<file path="src/rtl/ipu_pkg.sv">
`default_nettype none
// ============================================================================
// Module      : ipu_pkg
// Description : Shared types and constants for the grid-press interrupt
//               generator: request FSM states, coordinate width and the
//               default highest legal coordinate of the 3x3 board.
// Revision    : 1.0 - initial release
// ============================================================================
package ipu_pkg;

  // Width of a grid coordinate as delivered to the processor.
  localparam int unsigned c_coord_w = 4;

  // Highest legal cell index on a 3x3 board (cells 0..8).
  localparam logic [c_coord_w-1:0] c_max_coord_def = 4'd8;

  // Interrupt request sequencing.
  typedef enum logic [1:0] {
    IDLE = 2'd0,
    REQ  = 2'd1,
    GAP  = 2'd2
  } ipu_state_e;

endpackage
`default_nettype wire

</file>
<file path="src/rtl/ipu_debounce.sv">
`default_nettype none
// ============================================================================
// Module      : ipu_debounce
// Description : Level debouncer for the synchronized press button. The
//               output follows the input only once the input has disagreed
//               with it for DB_CYCLES consecutive clocks; any return to the
//               current level restarts the count.
// Revision    : 1.0 - initial release
// ============================================================================
module ipu_debounce
  import ipu_pkg::*;
#(
  parameter logic [15:0] DB_CYCLES = 16'd50000
) (
  input  logic clk,
  input  logic rst,
  input  logic i_sync,
  output logic o_level
);

  logic [15:0] r_cnt;
  logic        r_level;

  // Count consecutive disagreeing cycles; adopt the new level on the last one.
  always_ff @(posedge clk) begin
    if (rst) begin
      r_cnt   <= '0;
      r_level <= 1'b0;
    end else if (i_sync != r_level) begin
      if (r_cnt == DB_CYCLES - 16'd1) begin
        r_level <= i_sync;
        r_cnt   <= '0;
      end else begin
        r_cnt <= r_cnt + 16'd1;
      end
    end else begin
      r_cnt <= '0;
    end
  end

  assign o_level = r_level;

endmodule
`default_nettype wire

</file>
<file path="src/rtl/ipu_int_gen.sv">
`default_nettype none
// ============================================================================
// Module      : ipu_int_gen
// Description : Turns grid button presses into a level interrupt for the
//               processor. Presses are synchronized, optionally debounced
//               (build with IPU_DEBOUNCE_EN), edge detected, range checked
//               and queued; a small FSM presents the queue head until it is
//               acknowledged, then forces one low GAP cycle.
// Revision    : 1.0 - initial release
// ============================================================================
module ipu_int_gen
  import ipu_pkg::*;
#(
  parameter int unsigned           FIFO_DEPTH = 4,
  parameter logic [15:0]           DB_CYCLES  = 16'd50000,
  parameter logic [c_coord_w-1:0]  MAX_COORD  = c_max_coord_def
) (
  input  logic                 clk,
  input  logic                 rst,
  input  logic                 btn_raw,
  input  logic [c_coord_w-1:0] sel_coord,
  input  logic                 int_ack,
  output logic                 ipu_int,
  output logic [c_coord_w-1:0] grid_coord,
  output logic                 fifo_full,
  output logic [7:0]           drop_cnt
);

  localparam int unsigned c_ptr_w = (FIFO_DEPTH > 1) ? $clog2(FIFO_DEPTH) : 1;
  localparam int unsigned c_cnt_w = c_ptr_w + 1;
  localparam logic [c_cnt_w-1:0] c_depth = c_cnt_w'(FIFO_DEPTH);

  // Button conditioning
  logic       r_sync1;
  logic       r_sync2;
  logic [1:0] r_sync_vld;
  logic       w_btn;
  logic       r_btn_d;
  logic       r_armed;
  logic       w_press;
  logic       r_press;
  logic [c_coord_w-1:0] r_press_coord;

  // Queue
  logic [c_coord_w-1:0] r_mem [FIFO_DEPTH];
  logic [c_ptr_w-1:0]   r_wr_ptr;
  logic [c_ptr_w-1:0]   r_rd_ptr;
  logic [c_cnt_w-1:0]   r_count;
  logic                 w_full;
  logic                 w_empty;
  logic                 w_pop;
  logic                 w_legal;
  logic                 w_push;
  logic                 w_drop;
  logic [7:0]           r_drop_cnt;

  // Request FSM
  ipu_state_e r_state;
  ipu_state_e w_state_nxt;

  // Two-flop synchronizer; r_sync_vld marks when r_sync2 holds a real sample.
  always_ff @(posedge clk) begin
    if (rst) begin
      r_sync1    <= 1'b0;
      r_sync2    <= 1'b0;
      r_sync_vld <= '0;
    end else begin
      r_sync1    <= btn_raw;
      r_sync2    <= r_sync1;
      r_sync_vld <= {r_sync_vld[0], 1'b1};
    end
  end

`ifdef IPU_DEBOUNCE_EN
  ipu_debounce #(
    .DB_CYCLES (DB_CYCLES)
  ) u_debounce (
    .clk     (clk),
    .rst     (rst),
    .i_sync  (r_sync2),
    .o_level (w_btn)
  );
`else
  assign w_btn = r_sync2;

  // DB_CYCLES has no effect without the debouncer; referencing it keeps the
  // parameter list identical between the two builds.
  if (DB_CYCLES == 16'd0) begin : g_no_debounce
  end
`endif

  // A press needs a low level seen after reset, so a button held through
  // reset release is ignored until it is released and pressed again.
  assign w_press = w_btn & ~r_btn_d & r_armed;

  // Edge register, arming flag and the registered press with its coordinate.
  always_ff @(posedge clk) begin
    if (rst) begin
      r_btn_d       <= 1'b0;
      r_armed       <= 1'b0;
      r_press       <= 1'b0;
      r_press_coord <= '0;
    end else begin
      r_btn_d <= w_btn;
      if (r_sync_vld[1] && !r_sync2) begin
        r_armed <= 1'b1;
      end
      r_press <= w_press;
      if (w_press) begin
        r_press_coord <= sel_coord;
      end
    end
  end

  assign w_full  = (r_count == c_depth);
  assign w_empty = (r_count == '0);
  assign w_pop   = (r_state == REQ) && int_ack;
  assign w_legal = (r_press_coord <= MAX_COORD);
  // A simultaneous pop frees the head slot, so a full queue still accepts.
  assign w_push  = r_press && w_legal && (!w_full || w_pop);
  assign w_drop  = r_press && !w_push;

  // Queue storage; contents need no reset since occupancy guards them.
  always_ff @(posedge clk) begin
    if (w_push) begin
      r_mem[r_wr_ptr] <= r_press_coord;
    end
  end

  // Pointers wrap naturally at the power-of-two depth; occupancy tracks both.
  always_ff @(posedge clk) begin
    if (rst) begin
      r_wr_ptr <= '0;
      r_rd_ptr <= '0;
      r_count  <= '0;
    end else begin
      if (w_push) begin
        r_wr_ptr <= r_wr_ptr + c_ptr_w'(1);
      end
      if (w_pop) begin
        r_rd_ptr <= r_rd_ptr + c_ptr_w'(1);
      end
      case ({w_push, w_pop})
        2'b10:   r_count <= r_count + c_cnt_w'(1);
        2'b01:   r_count <= r_count - c_cnt_w'(1);
        default: r_count <= r_count;
      endcase
    end
  end

  // Saturating count of rejected presses.
  always_ff @(posedge clk) begin
    if (rst) begin
      r_drop_cnt <= '0;
    end else if (w_drop && (r_drop_cnt != 8'hFF)) begin
      r_drop_cnt <= r_drop_cnt + 8'd1;
    end
  end

  // FSM state register.
  always_ff @(posedge clk) begin
    if (rst) begin
      r_state <= IDLE;
    end else begin
      r_state <= w_state_nxt;
    end
  end

  // Next state and interrupt outputs; the head is only shown while requesting.
  always_comb begin
    w_state_nxt = r_state;
    ipu_int     = 1'b0;
    grid_coord  = '0;
    unique case (r_state)
      IDLE: begin
        if (!w_empty) begin
          w_state_nxt = REQ;
        end
      end
      REQ: begin
        ipu_int    = 1'b1;
        grid_coord = r_mem[r_rd_ptr];
        if (int_ack) begin
          w_state_nxt = GAP;
        end
      end
      GAP: begin
        w_state_nxt = IDLE;
      end
      default: begin
        w_state_nxt = IDLE;
      end
    endcase
  end

  assign fifo_full = w_full;
  assign drop_cnt  = r_drop_cnt;

endmodule
`default_nettype wire

</file>
<file path="config.mk">
export PLATFORM = sky130hd
export DESIGN_NAME = ipu_int_gen
export DESIGN_NICKNAME = d
export VERILOG_FILES = /design/src/rtl/ipu_pkg.sv /design/src/rtl/ipu_debounce.sv /design/src/rtl/ipu_int_gen.sv
export SDC_FILE = /design/constraint.sdc
export NUM_CORES = 1
export LEC_CHECK = 0
export CAP_MARGIN = 20
export CORE_UTILIZATION = 27
export DETAILED_ROUTE_END_ITERATION = 6
export HOLD_SLACK_MARGIN = 0.02
export PLACE_DENSITY = 0.46
export SLEW_MARGIN = 20
export SYNTH_ARGS = -nofsm -noshare
export SYNTH_HDL_FRONTEND = slang
export SYNTH_SLANG_ARGS = --single-unit
export TNS_END_PERCENT = 100
</file>
<file path="constraint.sdc">
create_clock -name clk -period 3.92 [get_ports clk]
set_clock_uncertainty 0.15 [all_clocks]
set_input_delay 0.392 -clock clk [delete_from_list [all_inputs] [get_ports clk]]
set_output_delay 0.392 -clock clk [all_outputs]
set_load 0.1 [all_outputs]
</file>
==> results.sh <==
export IMPL_outcome="completed"
export IMPL_cellLeakagePower_nw=0.828
export IMPL_finalSetupViolations=0
export IMPL_path_buf_inv=1
export IMPL_holdWs_ns=0.277
export IMPL_cts_resized=0
export IMPL_hold_viol_final=0
export IMPL_finalSetupTns_ns=0
export IMPL_critical_path_class="flop to output port"
export IMPL_synthArstFlopShare=0
export IMPL_min_delay_path_class="flop to flop"
export IMPL_total_power_mw=0.927
export IMPL_drc_errors=0
export IMPL_cts_setup_buffers=0
export IMPL_yosysMostFrequentCell="dfxtp_1"
export IMPL_synth_nets=175
export IMPL_antenna_found_initial=0
export IMPL_synth_edf_count=16
export IMPL_crit_arrival_ns=2.39
export IMPL_numCtsBuffers=5
export IMPL_r2r_end="r_count[2]"
export IMPL_r2r_start="r_press_coord[1]"
export IMPL_htreeDepth=2
export IMPL_io_pins=22
export IMPL_hpwl_um=2480
export IMPL_rows=30
export IMPL_via_per_inst=4.43
export IMPL_post_route_min_period_ns=2.94
export IMPL_cts_buffer_depth=2
export IMPL_dieArea_sq_mm=0.00744
export IMPL_setup_worst_path_end="grid_coord[0]"
export IMPL_grt_max_degree=34
export IMPL_tightest_slew_ns=0.970
export IMPL_fin_ws_ns=0.984
export IMPL_cpLargestDelayFamily="buffers and inverters"
export IMPL_cp_cell_sequence="mux4_2, nor2b_1, clkdlybuf4s50_1"
export IMPL_cp_start_kind="flop"
export IMPL_postCtsHoldBufs=0
export IMPL_synth_ff_type="dfxtp_1"
export IMPL_cts_tree="built"
export IMPL_clock_latency_ns=0.30
export IMPL_die_w_um=86.3
export IMPL_gp_congestion=0.714
export IMPL_yosysWarnings=0
export IMPL_grt_first_pass_wirelength_um=5950
export IMPL_synth_cell_types=39
export IMPL_reg2reg_slack_ns=1.28
export IMPL_syn_area_per_cell_sq_um=11.9
export IMPL_ant_nets=0
export IMPL_cts_clk_slew_worst_paths_ns=0.09
export IMPL_grt_pass1_vias=1230
export IMPL_relSlewSlack=0.351
export IMPL_layout_nets=199
export IMPL_grt_usage=0.103
export IMPL_endpoint_kind="output port"
export IMPL_rr_worst_depth=5
export IMPL_fmax_mhz=341
export IMPL_die_y_um=86.3
export IMPL_diodes=0
export IMPL_clock_sinks=46
export IMPL_cts_root_buf="clkbuf_8"
export IMPL_drt_wl_total_um=3440
export IMPL_grt_setup_unrepaired="no"
export IMPL_overflow=0
export IMPL_slew_violations=0
export IMPL_port_buffers=21
export IMPL_critPathSlowestCell="clkdlybuf4s50_1"
export IMPL_yosysTopAreaCell="dfxtp_1"
export IMPL_slowest_delay_ns=0.97
export IMPL_drive_gt1_frac=0.108
export IMPL_required_ns=3.38
export IMPL_synth_seq_cells=46
export IMPL_core_area_sq_mm=0.00683
export IMPL_maxCapViolCount=0
export IMPL_min_period_over_period=0.749
export IMPL_area_growth_pct=21.4
export IMPL_ys_top_cells_by_area="dfxtp_1 31%, edfxtp_1 25%, mux4_2 4.7%, mux2i_1 3.7%, ha_1 3.3%"
export IMPL_vias=1248
export IMPL_synthesis_instances=161
export IMPL_ys_seq_area_frac=0.564
export IMPL_crit_fanout=4
export IMPL_holdPathStages=1
export IMPL_post_place_ws_ns=1.24
export IMPL_synthesis_area_sq_mm=0.00192
export IMPL_p_per_area_mw_per_mm2=398
export IMPL_wl_per_cell_um=12.2
export IMPL_drtIter0Drc=74
export IMPL_firstDrtPassIters=4
export IMPL_cp_depth=3
export IMPL_vdd_drop_max_uv=123
export IMPL_start_util=0.281
export IMPL_synth_common_cells="30 x dfxtp_1, 16 x edfxtp_1, 16 x nor2_1"
export IMPL_synth_top_cell_area_share=0.313
==> cells in the final DEF, fill, tap and decap left out, types with 5 or more instances in the layout <==
cell type        instances
clkbuf_8                 5
mux2i_1                  7
dfxtp_1                 30
inv_1                    7
ha_1                     5
nor2b_1                 10
a21oi_1                  6
edfxtp_1                16
clkdlybuf4s50_1         21
nor2_1                  16
nand2_1                  7
==> worst min path at each step <==
stage	from	to	slack, ns
2_1_floorplan	r_btn_d	r_press	0.24
3_3_place_gp	r_btn_d	r_press	0.25
3_5_place_dp	r_btn_d	r_press	0.26
4_1_cts	r_btn_d	r_press	0.28
5_1_grt	r_sync_vld[0]	r_sync_vld[1]	0.30
6_report	r_btn_d	r_press	0.28
==> worst reg2reg max path, cell delays in order, from the launching register on <==
cell and delay [ns]:
dfxtp_1 0.38, o31ai_1 0.51, a21oi_1 0.30, fa_1 0.48
or4b_2 0.68, nand3_1 0.10
==> through the flow <==
step	cell area, sq um	utilization	std cells
floorplan	1920	-	161
global placement	2230	0.327	274
detailed placement	2230	0.327	274
CTS	2330	0.341	282
global route	2330	0.341	282
finish	2330	0.341	282
==> logic make-up after synthesis <==
kind of cell	synth area share
mux	0.101
simple gates	0.193
flops	0.564
compound gates	0.0607
xor+xnor	0.0137
buf+inv	0.0242
fa+ha+maj	0.0431
==> cell type report <==
type | instances | area [sq um]
fill | 715 | 4500
timing repair buffer | 22 | 218
multi-input combinational | 103 | 790
inverter | 7 | 26.3
tap | 96 | 120
clock buffer | 5 | 68.8
clock inverter | 3 | 23.8
sequential | 46 | 1080
==> report_power, final <==
part | switching (mW) | internal, mW
Clock | 0.170 | 0.128
Combinational | 0.0769 | 0.0388
Sequential | 0.0118 | 0.502
==> state kept, by name (all words and copies together), names as in the netlist, 2 cells and up, named ones only <==
| signal | cells |
|---|---|
| drop_cnt | 8 |
| r_press_coord | 4 |
| r_sync_vld | 2 |
| r_wr_ptr | 2 |
| r_rd_ptr | 2 |
| r_state | 2 |
| r_mem | 16 |
| r_count | 3 |
==> layer usage <==
layer  up-vias  part of all wire  track usage
li1        631                 -            -
met1       598              0.46        0.130
met2        14              0.50        0.168
met3         5             0.023       0.0286
met4         0             0.013       0.0364
met5         -                 0            0
Power figures use the tool's default switching activity.
